### src/rtl/ldm_stm_sequencer.sv
// Multicycle LDM/STM block-transfer sequencer: walks the register list from r0
// upward, issues one word access per listed register, then optionally writes back the base.
module ldm_stm_sequencer #(
    parameter int ADDR_W = 32,
    parameter int NREG   = 16
) (
    input  logic                    clk,
    input  logic                    reset,
    input  logic                    start,
    input  logic                    load,
    input  logic [NREG-1:0]         reglist,
    input  logic [1:0]              pu,
    input  logic                    wb,
    input  logic [$clog2(NREG)-1:0] basenum,
    input  logic [ADDR_W-1:0]       base,
    output logic                    mem_req,
    output logic                    mem_we,
    output logic [ADDR_W-1:0]       mem_addr,
    output logic [ADDR_W-1:0]       mem_wdata,
    input  logic [ADDR_W-1:0]       mem_rdata,
    input  logic                    mem_ready,
    output logic [$clog2(NREG)-1:0] rf_num,
    input  logic [ADDR_W-1:0]       rf_rdata,
    output logic                    rf_write,
    output logic [$clog2(NREG)-1:0] rf_writenum,
    output logic [ADDR_W-1:0]       rf_wdata,
    output logic                    busy,
    output logic                    done
);

    localparam int RW = $clog2(NREG);

    localparam logic [1:0] S_IDLE = 2'd0;
    localparam logic [1:0] S_XFER = 2'd1;
    localparam logic [1:0] S_WB   = 2'd2;
    localparam logic [1:0] S_DONE = 2'd3;

    logic [1:0]        state;
    logic              load_r;
    logic              wb_go_r;
    logic [RW-1:0]     basenum_r;
    logic [NREG-1:0]   pend_r;
    logic [ADDR_W-1:0] addr_r;
    logic [ADDR_W-1:0] final_r;

    logic [RW:0]       cnt;
    logic [ADDR_W-1:0] span;
    logic [ADDR_W-1:0] start_addr;
    logic [ADDR_W-1:0] final_base;
    logic [RW-1:0]     cur;
    logic [NREG-1:0]   pend_next;
    logic              accept;

    function automatic logic [RW:0] popcount(input logic [NREG-1:0] v);
        popcount = '0;
        for (int i = 0; i < NREG; i++)
            popcount = popcount + (RW+1)'(v[i]);
    endfunction

    function automatic logic [RW-1:0] lowest_set(input logic [NREG-1:0] v);
        lowest_set = '0;
        for (int i = NREG - 1; i >= 0; i--)
            if (v[i]) lowest_set = RW'(i);
    endfunction

    // Lowest register always sits at the lowest address, so every mode walks upward.
    always_comb begin
        cnt        = popcount(reglist);
        span       = ADDR_W'({cnt, 2'b00});
        final_base = pu[0] ? base + span : base - span;
        case (pu)
            2'b01:   start_addr = base;
            2'b11:   start_addr = base + ADDR_W'(4);
            2'b00:   start_addr = base - span + ADDR_W'(4);
            default: start_addr = base - span;
        endcase
    end

    assign cur       = lowest_set(pend_r);
    assign pend_next = pend_r & ~(NREG'(1) << cur);
    assign accept    = (state == S_XFER) && mem_ready;

    always_ff @(posedge clk) begin
        if (!reset) begin
            state     <= S_IDLE;
            load_r    <= 1'b0;
            wb_go_r   <= 1'b0;
            basenum_r <= '0;
            pend_r    <= '0;
            addr_r    <= '0;
            final_r   <= '0;
        end else begin
            case (state)
                S_IDLE: begin
                    if (start) begin
                        load_r    <= load;
                        basenum_r <= basenum;
                        pend_r    <= reglist;
                        addr_r    <= start_addr;
                        final_r   <= final_base;
                        // NOTE: an LDM that loads its own base keeps the loaded value, so writeback is dropped.
                        wb_go_r   <= wb && !(load && reglist[basenum]);
                        state     <= (cnt == '0) ? S_DONE : S_XFER;
                    end
                end
                S_XFER: begin
                    if (accept) begin
                        pend_r <= pend_next;
                        addr_r <= addr_r + ADDR_W'(4);
                        if (pend_next == '0)
                            state <= wb_go_r ? S_WB : S_DONE;
                    end
                end
                S_WB:    state <= S_DONE;
                default: state <= S_IDLE;
            endcase
        end
    end

    assign mem_req     = (state == S_XFER);
    assign mem_we      = mem_req && !load_r;
    assign mem_addr    = addr_r;
    assign mem_wdata   = rf_rdata;
    assign rf_num      = cur;
    assign rf_write    = (accept && load_r) || (state == S_WB);
    assign rf_writenum = (state == S_WB) ? basenum_r : cur;
    assign rf_wdata    = (state == S_WB) ? final_r : mem_rdata;
    assign busy        = (state != S_IDLE);
    assign done        = (state == S_DONE);

endmodule
### config.mk
export PLATFORM = sky130hd
export DESIGN_NAME = ldm_stm_sequencer
export DESIGN_NICKNAME = d
export VERILOG_FILES = /design/src/rtl/ldm_stm_sequencer.sv
export SDC_FILE = /design/constraint.sdc
export NUM_CORES = 1
export LEC_CHECK = 0
export BUFFER_PORTS_ARGS = -buffer_cell sky130_fd_sc_hd__buf_4
export CAP_MARGIN = 20
export CORE_ASPECT_RATIO = 1.25
export CORE_UTILIZATION = 30
export DETAILED_ROUTE_END_ITERATION = 6
export GPL_TIMING_DRIVEN = 0
export SYNTH_ARGS = -nofsm -noshare
export SYNTH_HDL_FRONTEND = slang
export SYNTH_SLANG_ARGS = --single-unit
### constraint.sdc
create_clock -name clk -period 10.9 [get_ports clk]
set_input_delay 2.18 -clock clk [delete_from_list [all_inputs] [get_ports clk]]
set_output_delay 2.18 -clock clk [all_outputs]
set_load 0.02 [all_outputs]
**Word-level counts from Yosys, hierarchy flattened**

Cells that the tools add are included.

- Multiplexer cells: 34
- Reduce and logical (&&, ||, !) cells: 17
- Bitwise operators: 2
- $add $sub $neg: 20
- Shifts and indexed selects: 1
- Equal/unequal tests: 8
- Order comparisons: 1

Operators by type and width:

| kind | number |
|---|---|
| 2-to-1 mux 32 bit | 4 |
| adder 32 x 3 -> 32 bit (second input constant) | 3 |
| case mux 32 bit (3 select lines) | 1 |
| 2-to-1 mux 4 bit | 17 |
| case mux 32 bit (2 select lines) | 1 |
| adder 5 x 1 -> 5 bit | 11 |
| adder 32 x 7 -> 32 bit | 1 |
| 2-to-1 mux 16 bit | 2 |
| case mux 16 bit (2 select lines) | 1 |
| subtractor 32 x 7 -> 32 bit | 1 |
| AND 16 bit | 1 |
| zero test 16 bit | 1 |
| NOT 16 bit | 1 |
| << shifter 1 x 4 -> 16 bit (first input constant) | 1 |
| 2-to-1 mux 2 bit | 4 |
| equality test 2 bit (second input constant) | 3 |
| case mux 2 bit (3 select lines) | 1 |
| AND reduction 3 bit | 2 |
| adder 4 x 1 -> 5 bit | 1 |
| logical AND 1 bit | 5 |
| zero test 5 bit | 1 |
| less-than comparator 4 x 5 -> 1 bit (second input constant) | 1 |
| adder 3 x 1 -> 4 bit | 1 |
| binary-select mux 1 bit (select 4 bit) | 1 |
| other kinds (11) | 17 |

- Input bits: 124
- Register bits after elaboration: 88
- Output and inout port bits: 109

**Depth between registers and ports, before layout**

- Depth after elaboration: 23
- Gate-level depth with buffers: 26

**Worst setup path after synthesis**

Ideal clock, no wire load.

- Kind: input to register
- Start point: input reglist[0]
- End point: register addr_r[29] (netlist: mem_addr[29])
- Arrival: 8.194 ns
- Required time: 10.778 ns
- Path slack: 2.584 ns
- Stages: 23
- Library setup time: 0.122 ns
- Buffers on the path: 2
- Path through: inv_1 fa_1 fa_1 fa_1 fa_1 inv_1 ha_1 a21o_1 a21oi_1 xor2_1 inv_1 ha_1 buf_2 nor2b_1 a211oi_2 nor4b_2 o311ai_1 nor2_1 and3_1 buf_2 a311oi_1 mux2_2 a311o_1

- Longest elaborated chain between the ends: 20

Ends and longest elaborated chain:

| element | line | source |
|---|---|---|
| start, declared | 11 | `input logic [NREG-1:0] reglist,` |
| adder 1 x 1 -> 2 bit * | 57 | `popcount = popcount + (RW+1)'(v[i]);` |
| adder 2 x 1 -> 3 bit * | 57 |  |
| adder 3 x 1 -> 4 bit * | 57 |  |
| adder 4 x 1 -> 5 bit * | 57 |  |
| adder 5 x 1 -> 5 bit * (11 in a row) | 57 |  |
| subtractor 32 x 7 -> 32 bit * | 74, 75 |  |
| adder 32 x 3 -> 32 bit | 74 | `2'b00: start_addr = base - span + ADDR_W'(4);` |
| case mux 32 bit (3 select lines) * | 71 | `case (pu)` |
| 2-to-1 mux 32 bit * | 95 | `if (start) begin` |
| case mux 32 bit (2 select lines) * | 93 | `case (state)` |
| end signal, assigned | 99 | `addr_r <= start_addr;` |
| end signal, assigned | 109 | `addr_r <= addr_r + ADDR_W'(4);` |
| end, declared | 43 | `logic [ADDR_W-1:0] addr_r;` |

Every way passes the cells marked *; elsewhere a longest branch is shown, timed or not. The select of a mux whose other input is x is not followed.
A chain may end at the register's enable or synchronous reset.

**Final worst setup path**

Same ends and word-level chain as after synthesis.

==> metrics.txt <==
status finished, final reports clean; leakage 4.52 nW; CTS buffer count 9; Slew @ Worst Pin approximately 1100 ps; fin util 37.9%; Setup Skew 9.77 ps; Synth Area in Compound Gates between 20% and 30%; PwrDens between 200 and 250 mW/mm^2; WP data required approximately 11,000 ps; RSZ-0062 raised after global routing false; critical path peak fanout 10; initial drt markers between 1,000 and 1,500; final cycle utilization of the critical path just over 80%; Placer Congestion 0.995; I/O pins 233; postcts setup bufs 0; ANT nets after route 0; combinational family with the most area after synthesis simple AND/OR/NAND/NOR gates; PortBufs between 150 and 200; vias in the first global route 10,905; clk root buf clkbuf_16; CP max-delay cell a211oi_2; die area between 0.03 and 0.04 mm^2; Post-CTS Resized 0; share of cells above drive strength 1 between 20% and 30%; synthesized-area fraction occupied by adder cells a little under 6%; Crit Path Class in -> reg; Seq. cell area around 0.0018 mm^2; worst r2r path cells 9; Tmin final about 9100 ps; DIE HEIGHT between 200 and 250 um; Internal about 1.2 mW; CP Launch Type primary input; Die W between 150 and 200 um; GR Util All Layers between 20% and 30%; Filler Cells Inserted ~3,400; fin. max-slew vios 0; CTS sink cnt just under 90; asr flop ratio synth 0%; Area Overhead vs Synth 23.5%; total iterations of the first detailed-routing run 6; CP peak stage delay between 800 and 900 ps; first-pass GRT wire length 65,700 um; GR Overflow Total 0; Multi-input gate area 0.00694 mm^2; Total Power 2.54 mW; Mapped Nets approximately 1,500; Core Region 0.0311 mm^2; Warnings, synthesis 0; synthesized flop and latch total 88; top_reg_cell synth dfxtp_1; Critical Path End Type flip-flop; switch share 52.7%; final hold violation count 0; Yosys cell types 86; Synth Area in Simple Gates 28.3%; nets@finish between 1,500 and 2,000; Post-Syn Instances ~1,400; Worst slew margin ~27%; post-synthesis mux area share a little over 6%; vias post-DR approximately 12,000; worst hold slack approximately 450 ps; clock share of power a little over an eighth; Hold Crit Class reg -> reg; Net Sw Power about 1.3 mW; diodes inserted 0; drt wl/cell 22.4 um; Comb pwr share between 60% and 70%; max frequency 0.110 GHz; TritonCTS clock tree built; initial antenna violation count 0; Bufs on Longest Clock Path 2; cell mode on critical path fa_1; setup TNS 0 ps; Worst EP arrival between 9000 and 10,000 ps; worst skew pair latency 370 ps; FP Rows 72; WHS Path Cells 2; Starting Density a little under a third; drc violations 0; EDFF count, synth 0; Mapped Area about 0.0095 mm^2; # setup viols final 0; Flop pwr share about 20%; syn_area_per_cell 7.02 um^2; crit-path cells buf_4 > inv_1 > fa_1 > fa_1 > fa_1 > fa_1 > inv_1 > ha_1 > a21o_1 > a21oi_1 > xor2_1 > inv_1 > ha_1 > buf_2 > nor2b_1 > a211oi_2 > nor4b_2 > o311ai_1 > nor2_1 > and3_1 > buf_2 > a311oi_1 > mux2_2 > a311o_1; XOR/XNOR Fraction of Synth Area about 6%; maximum VDD drop approximately 0.12 mV; routed vias/inst between 5 and 6; post-synthesis sequential area ratio a little under a fifth; CTS H-tree depth 3; Max Cap Viol 0; largest net degree at the start of global routing 15; post-detail-place hpwl 34,900 um; Reg clk slew, reported paths roughly 70 ps; Hold-fix buffers, CTS 0; final WL approximately 44,000 um
==> stage by stage <==
step                      setup WS, ps  instance area, um^2  std cells
after global routing              1550                11800       1970
after CTS                         1870                11800       1969
final                             1850                11800       1970
after global placement            1500                11500       1954
after detailed placement          1540                11500       1954
after floorplan                   2580                 9540       1359
==> state kept, by name, summed over array words and instances, names as in the netlist <==
| register | flops |
|---|---|
| final_r | 32 |
| mem_addr | 32 |
| pend_r | 16 |
| basenum_r | 4 |
| state | 2 |
| load_r | 1 |
| wb_go_r | 1 |
==> power groups by stage <==
| stage | clock, mW | combinational, mW | sequential [mW] |
|---|---|---|---|
| 6_report | 0.346 | 1.69 | 0.500 |
| 3_3_place_gp | 0 | 1.66 | 0.504 |
| 2_1_floorplan | 0 | 1.04 | 0.519 |
| 3_5_place_dp | 0 | 1.66 | 0.503 |
| 5_1_grt | 0.358 | 1.83 | 0.510 |
| 4_1_cts | 0.348 | 1.68 | 0.497 |
==> final timing paths <==
kind	start	endpoint	slack (ps)
worst min-delay path	final_r[24]$_SDFFE_PN0P_	final_r[24]$_SDFFE_PN0P_	450
worst max register to register	pend_r[14]$_SDFFE_PN0P_	state[0]$_SDFFE_PN0P_	7700
worst min register to register	final_r[24]$_SDFFE_PN0P_	final_r[24]$_SDFFE_PN0P_	450
worst max-delay path	reglist[0]	mem_addr[29]$_SDFFE_PN0P_	1850
==> synth_stat cells, drive strengths merged (7+ instances only) <==
cell    instances  area share (%)
nand2b         14            0.92
o221ai          7            0.64
nand2         179             7.0
a21o           10            0.79
buf            44             3.1
a211oi         15             1.3
o21ai          81             4.2
or3            14            0.97
mux2           37             4.4
xor2           26             2.4
clkbuf         91             3.6
fa             12             2.5
a21oi         124             6.5
o41ai           7            0.64
or4            11            0.98
inv            53             2.1
and3           22             1.4
nor2          105             4.1
a22oi          11            0.87
ha             25             3.3
xnor2          39             3.6
and2            9            0.59
a31oi          33             2.2
nor2b          10            0.66
nand4          23             1.5
o211ai         13             1.0
nand3          48             2.5
nor3           53             3.3
o31ai           8            0.63
dfxtp          88              18
o22ai           9            0.59
nor4           26             1.9
==> cell type report <==
cell class | instances | area share, %
timing repair buffer | 189 | 12.0
buffer | 135 | 5.40
multi-input combinational | 1081 | 58.9
inverter | 55 | 1.75
clock inverter | 5 | 0.701
sequential | 88 | 14.9
tap | 407 | 4.32
clock buffer | 10 | 1.94
==> per-layer routing <==
| layer | GRT usage, % | wire, um | vias to the layer above |
|---|---|---|---|
| li1 | - | - | 5343 |
| met1 | 30.9 | 16900 | 5567 |
| met2 | 45.7 | 21300 | 603 |
| met3 | 3.69 | 3120 | 133 |
| met4 | 16.4 | 2720 | 0 |
| met5 | 0 | 0 | - |
==> layout by cell type, fill, tap and decap left out, types with 7 or more instances in the layout <==
cell type and n:
a211oi_1 13, a21o_1 10, a21oi_1 124, a22oi_1 11
a31oi_1 33, and2_1 9, and3_1 22, buf_4 221
clkbuf_1 92, clkbuf_16 9, dfxtp_1 88, fa_1 12
ha_1 25, inv_1 52, mux2_2 37, nand2_1 179
nand2b_1 14, nand3_1 48, nand4_1 23, nor2_1 105
nor2b_1 10, nor3_1 46, nor4_1 24, o211ai_1 13
o21ai_0 80, o221ai_1 7, o22ai_1 9, o31ai_1 8
o41ai_1 7, or3_1 13, or4_1 8, xnor2_1 39
xor2_1 26
==> cells by family after synthesis <==
| logic type | count (synthesis) |
|---|---|
| fa+ha+maj | 37 |
| mux | 47 |
| xor+xnor | 65 |
| flops | 88 |
| simple gates | 542 |
| compound gates | 390 |
| buf+inv | 190 |
==> worst max-delay path: cells and delay by family <==
kind            cells  cell delay (ps)
mux                 1              370
simple gates        4              880
xor+xnor            1              340
buf+inv             6              660
fa+ha+maj           6             2570
compound gates      6             2320
Note: power is estimated with default switching activity, not from simulation.
